### config.mk
export PLATFORM = sky130hd
export DESIGN_NAME = mult_div_unit_flat
export DESIGN_NICKNAME = d
export VERILOG_FILES = /design/src/rtl/mult_div_if.sv /design/src/rtl/mult_div_unit.sv /design/src/flat_wrapper.sv
export SDC_FILE = /design/constraint.sdc
export NUM_CORES = 1
export LEC_CHECK = 0
export ABC_CLOCK_PERIOD_IN_PS = 7300
export CAP_MARGIN = 20
export CORE_ASPECT_RATIO = 0.75
export CORE_MARGIN = 4
export CORE_UTILIZATION = 55
export DETAILED_ROUTE_END_ITERATION = 6
export GPL_TIMING_DRIVEN = 0
export PLACE_DENSITY = 0.82
export SLEW_MARGIN = 10
export SYNTH_ARGS = -nofsm -noshare
export SYNTH_HDL_FRONTEND = slang
export SYNTH_SLANG_ARGS = --single-unit
### constraint.sdc
create_clock -name Clk -period 7.3 [get_ports Clk]
set_input_delay 1.46 -clock Clk [delete_from_list [all_inputs] [get_ports Clk]]
set_output_delay 1.46 -clock Clk [all_outputs]
set_load 0.01 [all_outputs]
### src/rtl/mult_div_if.sv
// rtl/mult_div_if.sv - request/result bundle between the issue stage and the mult/div unit
interface mult_div_if #(parameter int WIDTH = 32);
    logic             Start;
    logic [1:0]       Op;
    logic [WIDTH-1:0] A;
    logic [WIDTH-1:0] B;
    logic             Busy;
    logic [WIDTH-1:0] HiWriteData;
    logic [WIDTH-1:0] LoWriteData;
    logic             HiWriteEnable;
    logic             LoWriteEnable;
    logic             DivZero;

    modport master (
        output Start, Op, A, B,
        input  Busy, HiWriteData, LoWriteData, HiWriteEnable, LoWriteEnable, DivZero
    );

    modport slave (
        input  Start, Op, A, B,
        output Busy, HiWriteData, LoWriteData, HiWriteEnable, LoWriteEnable, DivZero
    );
endinterface

### src/rtl/mult_div_unit.sv
// rtl/mult_div_unit.sv - iterative 32-bit signed/unsigned multiply and divide producing Hi/Lo writes
module mult_div_unit #(
    parameter int WIDTH = 32
) (
    input logic        Clk,
    input logic        Reset,
    mult_div_if.slave  bus
);
    typedef enum logic [1:0] {IDLE, ITER, FIXUP, DONE} state_t;

    localparam int CW = $clog2(WIDTH);

    state_t               state, nextState;
    logic [CW-1:0]        count;
    logic [1:0]           opReg;
    logic [WIDTH-1:0]     aReg;
    logic [WIDTH-1:0]     bMag;
    logic                 aNeg, bNeg;
    logic [2*WIDTH-1:0]   acc;

    logic                 isDiv, isSigned;
    logic                 aNegIn, bNegIn;
    logic [WIDTH-1:0]     aMagIn, bMagIn;
    logic [WIDTH:0]       multSum;
    logic [WIDTH:0]       divCand;
    logic                 divOk;
    logic [WIDTH-1:0]     divRem;
    logic [2*WIDTH-1:0]   iterNext;
    logic [2*WIDTH-1:0]   prodRes;
    logic [WIDTH-1:0]     quotRes, remRes;

    assign isDiv    = opReg[1];
    assign isSigned = ~opReg[0];

    assign aNegIn = ~bus.Op[0] & bus.A[WIDTH-1];
    assign bNegIn = ~bus.Op[0] & bus.B[WIDTH-1];
    assign aMagIn = aNegIn ? -bus.A : bus.A;
    assign bMagIn = bNegIn ? -bus.B : bus.B;

    // Multiply shifts the product right through acc; divide shifts the dividend left into the remainder half.
    always_comb begin
        multSum  = {1'b0, acc[2*WIDTH-1:WIDTH]} + (acc[0] ? {1'b0, bMag} : '0);
        divCand  = acc[2*WIDTH-1:WIDTH-1];
        divOk    = divCand >= {1'b0, bMag};
        divRem   = divCand[WIDTH-1:0] - bMag;
        iterNext = acc;
        if (isDiv) begin
            if (divOk)
                iterNext = {divRem, acc[WIDTH-2:0], 1'b1};
            else
                iterNext = {divCand[WIDTH-1:0], acc[WIDTH-2:0], 1'b0};
        end else begin
            iterNext = {multSum, acc[WIDTH-1:1]};
        end
    end

    always_comb begin
        prodRes = (isSigned && (aNeg ^ bNeg)) ? -acc : acc;
        quotRes = (isSigned && (aNeg ^ bNeg)) ? -acc[WIDTH-1:0] : acc[WIDTH-1:0];
        remRes  = (isSigned && aNeg) ? -acc[2*WIDTH-1:WIDTH] : acc[2*WIDTH-1:WIDTH];
    end

    always_comb begin
        nextState = state;
        case (state)
            IDLE:    if (bus.Start) nextState = ITER;
            ITER:    if (count == CW'(WIDTH - 1)) nextState = FIXUP;
            FIXUP:   nextState = DONE;
            DONE:    nextState = IDLE;
            default: nextState = IDLE;
        endcase
    end

    always_ff @(posedge Clk) begin
        if (Reset)
            state <= IDLE;
        else
            state <= nextState;
    end

    always_ff @(posedge Clk) begin
        if (Reset) begin
            count             <= '0;
            opReg             <= '0;
            aReg              <= '0;
            bMag              <= '0;
            aNeg              <= 1'b0;
            bNeg              <= 1'b0;
            acc               <= '0;
            bus.Busy          <= 1'b0;
            bus.HiWriteEnable <= 1'b0;
            bus.LoWriteEnable <= 1'b0;
            bus.DivZero       <= 1'b0;
            bus.HiWriteData   <= '0;
            bus.LoWriteData   <= '0;
        end else begin
            bus.Busy          <= nextState != IDLE;
            bus.HiWriteEnable <= nextState == DONE;
            bus.LoWriteEnable <= nextState == DONE;
            bus.DivZero       <= (state == FIXUP) && isDiv && (bMag == '0);
            case (state)
                IDLE: if (bus.Start) begin
                    opReg <= bus.Op;
                    aReg  <= bus.A;
                    aNeg  <= aNegIn;
                    bNeg  <= bNegIn;
                    bMag  <= bMagIn;
                    acc   <= {{WIDTH{1'b0}}, aMagIn};
                    count <= '0;
                end
                ITER: begin
                    acc   <= iterNext;
                    count <= count + 1'b1;
                end
                FIXUP: begin
                    if (!isDiv) begin
                        bus.HiWriteData <= prodRes[2*WIDTH-1:WIDTH];
                        bus.LoWriteData <= prodRes[WIDTH-1:0];
                    end else if (bMag == '0) begin
                        bus.HiWriteData <= aReg;
                        bus.LoWriteData <= '1;
                    end else begin
                        bus.HiWriteData <= remRes;
                        bus.LoWriteData <= quotRes;
                    end
                end
                default: ;
            endcase
        end
    end
endmodule

### src/flat_wrapper.sv
// flat-port wrapper written by rule: the top's interface ports become plain ports
module mult_div_unit_flat 
#(
    parameter int WIDTH = 32
)
  (Clk, Reset, bus_Start, bus_Op, bus_A, bus_B, bus_Busy, bus_HiWriteData, bus_LoWriteData, bus_HiWriteEnable, bus_LoWriteEnable, bus_DivZero);
  mult_div_if #(.WIDTH(WIDTH)) bus_i ();
  input logic Clk;
  input logic Reset;
  input wire logic [$bits(bus_i.Start)-1:0] bus_Start;
  input wire logic [$bits(bus_i.Op)-1:0] bus_Op;
  input wire logic [$bits(bus_i.A)-1:0] bus_A;
  input wire logic [$bits(bus_i.B)-1:0] bus_B;
  output wire logic [$bits(bus_i.Busy)-1:0] bus_Busy;
  output wire logic [$bits(bus_i.HiWriteData)-1:0] bus_HiWriteData;
  output wire logic [$bits(bus_i.LoWriteData)-1:0] bus_LoWriteData;
  output wire logic [$bits(bus_i.HiWriteEnable)-1:0] bus_HiWriteEnable;
  output wire logic [$bits(bus_i.LoWriteEnable)-1:0] bus_LoWriteEnable;
  output wire logic [$bits(bus_i.DivZero)-1:0] bus_DivZero;
  assign bus_i.Start = bus_Start;
  assign bus_i.Op = bus_Op;
  assign bus_i.A = bus_A;
  assign bus_i.B = bus_B;
  assign bus_Busy = bus_i.Busy;
  assign bus_HiWriteData = bus_i.HiWriteData;
  assign bus_LoWriteData = bus_i.LoWriteData;
  assign bus_HiWriteEnable = bus_i.HiWriteEnable;
  assign bus_LoWriteEnable = bus_i.LoWriteEnable;
  assign bus_DivZero = bus_i.DivZero;
  mult_div_unit #(.WIDTH(WIDTH)) u_core (.Clk(Clk), .Reset(Reset), .bus(bus_i));
endmodule
==> impl_metrics.py, run 1 <==
metrics = {
    "die": {
        "io_pins": 137,
        "die_w_um": 202.0,
        "initial_utilization_pct": 56.66,
        "rows": 52,
        "core_sq_um": 27390,
        "dieArea_sq_um": 31000,
        "die_height_um": 153.5,
    },
    "cts": {
        "cts_tree": "built",
        "ctsResizeCount": 0,
        "cts_made_buffers": 23,
        "cts_htree_levels": 1,
        "cts_buffer_depth": 3,
        "clock-sinks": 206,
        "postCtsSetupRepairBufs": 0,
        "cts_root_buf": "clkbuf_16",
        "clk_pin_slew_ns": 0.07,
        "insertion_delay_ns": 0.55,
        "postCtsHoldBufs": 0,
    },
    "setup_path": {
        "critPathBufInv": 4,
        "slowest_delay_ns": 0.83,
        "worstSetupPathType": "reg -> reg",
        "path_max_fanout": 10,
        "critPathTopFamily": "simple AND/OR/NAND/NOR gates",
        "cp.arrival_ns": 6.12,
        "slowest_stage": "nor3b_1",
        "cp_cell_sequence": "clkbuf_1, inv_1, clkbuf_1, ha_1, nor3b_1, nand4_1, nor2_1, buf_2, a21oi_1, xor2_1, o211ai_1, a21oi_1",
        "setup.worst_path.start_class": "flop",
        "end_kind": "flop",
        "cp.required_ns": 7.69,
    },
    "sta": {
        "setup_viol": 0,
        "fmax_mhz": 174.5,
        "timing.slew.headroom_pct": 22.14,
        "fin_crit_sh_pct": 78.49,
        "drv_slew": 0,
        "setup-tns-final_ns": 0,
        "worst_slew_pin_slew_ns": 1.157,
        "hold_violations": 0,
        "hold_ws_ns": 0.4569,
        "skew_ns": 0.03626,
        "fin_ws_ns": 1.570,
        "period_minus_slack_ns": 5.730,
        "rsz0062_at_grt": "no",
    },
    "grt": {
        "gr-total-overflow": 0,
        "grt.total_usage_pct": 38.95,
        "grt_max_degree": 15,
        "grt_pass1_wl_um": 95220,
        "first_global_vias": 16210,
        "grt_antenna_before_repair": 1,
    },
    "power_and_ir_drop": {
        "finalPower_uw": 3313,
        "power.share.combinational_pct": 26.4,
        "switchingPower_uw": 1145,
        "power_density_nw_per_um2": 182.7,
        "ir_drop_mv": 0.2148,
        "cellLeakagePower_uw": 0.006860,
        "switching_share_pct": 34.56,
        "pwr-share-clk_pct": 36.3,
        "p_int_uw": 2168,
        "pwr-share-seq_pct": 37.3,
    },
    "yosys": {
        "syn-cell-area_sq_um": 15520,
        "syn_area_per_cell_sq_um": 7.332,
        "async_reset_ff_share_pct": 0,
        "synth.top_cell.area_share_pct": 26.57,
        "synth_edf_count": 0,
        "synth_fp_nets": 2258,
        "synth_top_area_cell": "dfxtp_1",
        "synth_area_leaders": "dfxtp_1, a21oi_1, ha_1",
        "yosys_most_used_dff": "dfxtp_1",
        "syn_inst": 2117,
        "synth_seq_area_share_pct": 26.57,
        "yosysWarnings": 0,
        "ys_seq_elements": 206,
        "synth_cell_type_count": 74,
    },
    "final_layout": {
        "drive_above_1_share_pct": 3.313,
        "area_growth_pct": 16.82,
        "nets": 2421,
        "finish.instance_area_sq_um": 18130,
        "insertedDiodeCount": 0,
    },
    "placed_design": {
        "io_buffer_count": 135,
        "gp_congestion": 1.083,
        "dp_hpwl_um": 50470,
        "dpl_cell_area_sq_um": 17380,
        "pre_cts_ws_ns": 2.011,
    },
    "route": {
        "vias_per_cell": 6.535,
        "drc": 8,
        "drtAntennaViolNets": 0,
        "routedWlPerCell_um": 23.88,
        "met3_length_um": 10140,
        "dr.max_layer_used": "met5",
        "wl_met1_um": 27630,
        "drt-initial-drc-count": 2256,
        "dr.pass1.iters": 7,
        "routed_wirelength_um": 63810,
        "via_count": 17460,
        "wl_met2_um": 24290,
    },
    "outcome": {
        "status": "complete, but fails checks",
        "violations": "design-rule violations",
    },
    "run": {
        "maxCapViolations": 0,
    },
    "min_path": {
        "hold_path.class": "reg -> reg",
    },
}
[placed cells by master, fill, tap and decap left out, drive strengths merged, types with 9 or more instances in the layout]
| cell type | instances |
|---|---|
| a21oi | 227 |
| nor2 | 226 |
| nand2 | 224 |
| dfxtp | 206 |
| clkbuf | 184 |
| o21ai | 141 |
| clkdlybuf4s50 | 135 |
| a211oi | 102 |
| xor2 | 98 |
| xnor2 | 90 |
| ha | 70 |
| inv | 63 |
| nor3 | 40 |
| nor4 | 37 |
| mux2i | 32 |
| or3 | 30 |
| o211ai | 30 |
| a31oi | 28 |
| a21o | 27 |
| nand3 | 22 |
| nand4 | 21 |
| o31ai | 21 |
| nor2b | 18 |
| buf | 15 |
| nand2b | 14 |
| o41ai | 14 |
| a311oi | 12 |
| or4 | 12 |
| and2 | 10 |
| a22oi | 10 |
| or2 | 10 |
| and3 | 9 |
| o21bai | 9 |
[flip-flops by register name (all words and copies together) (netlist names)]
name and count:
u_core.acc 64, u_core.aReg 32, u_core.bMag 32, u_core.bus.HiWriteData 32
u_core.bus.LoWriteData 32, u_core.count 5, u_core.opReg 2, u_core.state 2
u_core.aNeg 1, u_core.bNeg 1, u_core.bus.Busy 1, u_core.bus.DivZero 1
u_core.bus.HiWriteEnable 1
[per-layer routing]
layer  global-route usage, %  up-vias
met5                       0        -
met4                   10.15        4
met3                   17.81      127
met2                   52.46     1102
met1                   55.79     8272
li1                        -     7957
[synthesized netlist by cell type, types with 10 or more instances]
library cell / instances
a211oi_1: 102
a21o_1: 27
a21oi_1: 227
a22oi_1: 10
a311oi_1: 12
a31oi_1: 28
and2_1: 10
clkbuf_1: 156
dfxtp_1: 206
ha_1: 70
inv_1: 62
mux2i_1: 32
nand2_1: 223
nand2b_1: 14
nand3_1: 22
nand4_1: 21
nor2_1: 226
nor2b_1: 18
nor3_1: 40
nor4_1: 36
o211ai_1: 30
o21ai_0: 141
o31ai_1: 20
o41ai_1: 12
or3_1: 30
xnor2_1: 90
xor2_1: 98
[final cells by class]
type	count	area, sq um
clock inverters	11	115.1
plain buffers	168	644.4
flip-flops and latches	206	4124
multi-input cells	1680	10530
fillers	2406	9260
clock buffers	28	634.4
repair buffers	138	1371
inverters	63	236.5
well taps	378	473.0
[power groups by stage]
| stage | clock (uW) | sequential (uW) | combinational [uW] |
|---|---|---|---|
| CTS | 1190 | 1230 | 839 |
| finish | 1200 | 1240 | 876 |
| global route | 1240 | 1240 | 937 |
| global placement | 0 | 1250 | 814 |
| detailed placement | 0 | 1260 | 831 |
| floorplan | 0 | 1240 | 562 |
[worst paths after layout]
check / startpoint / end / slack, ns / cells past startpoint
worst min-delay path: u_core.aReg[29]$_SDFFE_PP0P_ / u_core.aReg[29]$_SDFFE_PP0P_ / 0.46 / 2
worst min register to register: u_core.aReg[29]$_SDFFE_PP0P_ / u_core.aReg[29]$_SDFFE_PP0P_ / 0.46 / 2
worst max register to register: u_core.acc[0]$_SDFFE_PP0P_ / u_core.bus.HiWriteData[2]$_SDFFE_PP0P_ / 1.57 / 12
worst max-delay path: u_core.acc[0]$_SDFFE_PP0P_ / u_core.bus.HiWriteData[2]$_SDFFE_PP0P_ / 1.57 / 12
[metrics by stage]
stage | instances | util, %
after global placement | 2630 | 63.32
after CTS | 2672 | 66.19
after detailed placement | 2633 | 63.46
after global routing | 2672 | 66.19
final | 2672 | 66.19
after floorplan | 2117 | -
[kinds of logic after synthesis]
| kind of cell | share of synthesized area, % |
|---|---|
| compound gates | 28.70 |
| xor+xnor | 10.61 |
| fa+ha+maj | 5.901 |
| buf+inv | 5.675 |
| flops | 26.57 |
| mux | 2.064 |
| simple gates | 20.48 |
[worst reg2reg max path, stage by stage (launching register included)]
cell and delay (ns):
dfxtp_1 0.30, clkbuf_1 0.23, inv_1 0.31, clkbuf_1 0.67
ha_1 0.32, nor3b_1 0.83, nand4_1 0.78, nor2_1 0.70
buf_2 0.39, a21oi_1 0.14, xor2_1 0.17, o211ai_1 0.62
a21oi_1 0.14
Power figures use the tool's default switching activity.
==> inputs of run 2 (changes only) <==
--- a/config.mk
+++ b/config.mk
@@ -5,7 +5,7 @@
 export SDC_FILE = /design/constraint.sdc
 export NUM_CORES = 1
 export LEC_CHECK = 0
-export ABC_CLOCK_PERIOD_IN_PS = 7300
+export ABC_CLOCK_PERIOD_IN_PS = 5800
 export CAP_MARGIN = 20
 export CORE_ASPECT_RATIO = 0.75
 export CORE_MARGIN = 4
==> constraint.sdc (replaced) <==
create_clock -name Clk -period 5.8 [get_ports Clk]
set_input_delay 1.16 -clock Clk [delete_from_list [all_inputs] [get_ports Clk]]
set_output_delay 1.16 -clock Clk [all_outputs]
set_load 0.01 [all_outputs]
==> impl_metrics.py, run 2 (synthesis results as in run 1) <==
metrics = {
    "run": {
        "maxCapViolations": 0,
    },
    "placed_design": {
        "io_buffer_count": 135,
        "dp_hpwl_um": 50470,
        "pre_cts_ws_ns": 0.5112,
        "gp_congestion": 1.083,
    },
    "min_path": {
        "hold_depth": 2,
        "min_to": "u_core.aReg[29]$_SDFFE_PP0P_",
        "hold_path.class": "reg -> reg",
        "min_from": "u_core.aReg[29]$_SDFFE_PP0P_",
    },
    "final_layout": {
        "drive_above_1_share_pct": 3.313,
        "top_register": "u_core.acc",
        "area_growth_pct": 16.82,
        "multi_input_area_sq_um": 10530,
        "fill_cells": 2406,
        "final_cell_mix": "a21oi_1, nor2_1, nand2_1, dfxtp_1, clkbuf_1",
        "largest_reg_flops": 64,
        "post-route-util_pct": 66.19,
        "insertedDiodeCount": 0,
        "regArea_sq_um": 4124,
        "final_common_cell": "a21oi_1",
        "nets": 2421,
    },
    "sta": {
        "worst_slew_pin_slew_ns": 1.134,
        "skew_ns": 0.03783,
        "drv_slew": 0,
        "fmax_mhz": 179.2,
        "timing.slew.headroom_pct": 23.67,
        "setup_viol": 0,
        "setup-tns-final_ns": 0,
        "hold_violations": 0,
        "period_minus_slack_ns": 5.580,
        "fin_crit_sh_pct": 96.20,
        "rsz0062_at_grt": "no",
        "fin_ws_ns": 0.2203,
    },
    "die": {
        "initial_utilization_pct": 56.66,
        "die_height_um": 153.5,
        "dieArea_sq_um": 31000,
        "core_sq_um": 27390,
        "io_pins": 137,
        "rows": 52,
        "die_w_um": 202.0,
    },
    "grt": {
        "grt.total_usage_pct": 38.95,
        "first_global_vias": 16210,
        "grt_antenna_before_repair": 1,
        "gr-total-overflow": 0,
        "grt_max_degree": 15,
        "grt_pass1_wl_um": 95220,
    },
    "route": {
        "drtAntennaViolNets": 0,
        "vias_per_cell": 6.539,
        "routedWlPerCell_um": 23.85,
        "routed_wirelength_um": 63720,
        "via_count": 17470,
        "drt-initial-drc-count": 2243,
        "dr.pass1.iters": 6,
        "drc": 0,
    },
    "setup_path": {
        "setup.worst_path.start_class": "flop",
        "worstSetupPathType": "reg -> reg",
        "rr_endpoint": "u_core.bus.HiWriteData[2]$_SDFFE_PP0P_",
        "end_kind": "flop",
        "rrSetupSlack_ns": 0.22,
        "r2r_cells": 12,
        "timing.rr.start": "u_core.acc[0]$_SDFFE_PP0P_",
        "slowest_stage": "nor3b_1",
        "cp.arrival_ns": 5.97,
        "cp_cell_sequence": "clkbuf_1, inv_1, clkbuf_1, ha_1, nor3b_1, nand4_1, nor2_1, buf_2, a21oi_1, xor2_1, o211ai_1, a21oi_1",
        "path_max_fanout": 10,
        "slowest_delay_ns": 0.75,
        "cp.required_ns": 6.19,
    },
    "power_and_ir_drop": {
        "cellLeakagePower_uw": 0.006860,
        "power_density_nw_per_um2": 229.8,
        "ir_drop_mv": 0.2693,
    },
    "cts": {
        "ctsResizeCount": 0,
        "clock-sinks": 206,
        "cts_buffer_depth": 3,
        "cts_made_buffers": 23,
        "insertion_delay_ns": 0.55,
        "cts_tree": "built",
        "clk_pin_slew_ns": 0.07,
        "cts_htree_levels": 1,
        "cts_root_buf": "clkbuf_16",
    },
    "outcome": {
        "status": "completed",
    },
}
## run 2: cell counts in the layout (fill, tap and decap cells not counted)
No cell type changed its count.
## run 2: layout make-up
class	instances	area share (%)
multi-input combinational	1680	58.09
sequential	206	22.75
timing repair buffer	138	7.563
buffer	168	3.554
clock buffer	28	3.499
tap	378	2.609
inverter	63	1.304
clock inverter	11	0.6349
## run 2: where the power goes
part	total (uW)	switching (uW)	internal (uW)
clock	1510	645	865
sequential	1560	73.7	1480
combinational	1100	719	382
total	4170	1440	2730
## run 2: worst max-delay path: cells and delay by family (launching register included)
kind / cells / cell delay [ns]
buffers and inverters: 4 / 1.60
adders and majority gates: 1 / 0.32
xor gates and xnor gates: 1 / 0.17
DFF: 1 / 0.30
AOI/OAI and AO/OA: 3 / 0.89
and+or+nand+nor: 3 / 2.16
## run 2: per-stage QoR
step                      instances  hold WS [ns]  total power (uW)  area, sq um
after floorplan                2117        0.4317              2264        15520
after global placement         2630        0.4425              2601        17350
after detailed placement       2633        0.4454              2628        17380
after CTS                      2672        0.4539              4105        18130
after global routing           2672        0.4794              4301        18130
final                          2672        0.4571              4167        18130
## run 2: layer usage
| layer | GRT usage (%) | up-vias | share of wire, % |
|---|---|---|---|
| met5 | 0 | - | 0.041 |
| met4 | 10.15 | 4 | 2.8 |
| met3 | 17.81 | 139 | 16 |
| met2 | 52.46 | 1102 | 38 |
| met1 | 55.79 | 8265 | 43 |
| li1 | - | 7963 | - |
## run 2: worst max path at each step
stage	startpoint	to	cells past startpoint
CTS	u_core.acc[0]$_SDFFE_PP0P_	u_core.bus.HiWriteData[2]$_SDFFE_PP0P_	12
floorplan	bus_B[10]	u_core.bMag[22]$_SDFFE_PP0P_	8
global placement	u_core.acc[0]$_SDFFE_PP0P_	u_core.bus.HiWriteData[2]$_SDFFE_PP0P_	12
global route	u_core.acc[0]$_SDFFE_PP0P_	u_core.bus.HiWriteData[2]$_SDFFE_PP0P_	12
finish	u_core.acc[0]$_SDFFE_PP0P_	u_core.bus.HiWriteData[2]$_SDFFE_PP0P_	12
detailed placement	u_core.acc[0]$_SDFFE_PP0P_	u_core.bus.HiWriteData[2]$_SDFFE_PP0P_	12
## run 2: timing repair
action | 4_1_cts | 5_1_grt
setup endpoints to repair | 0 | 1
setup buffers | 0 | 0
hold buffers | 0 | 0
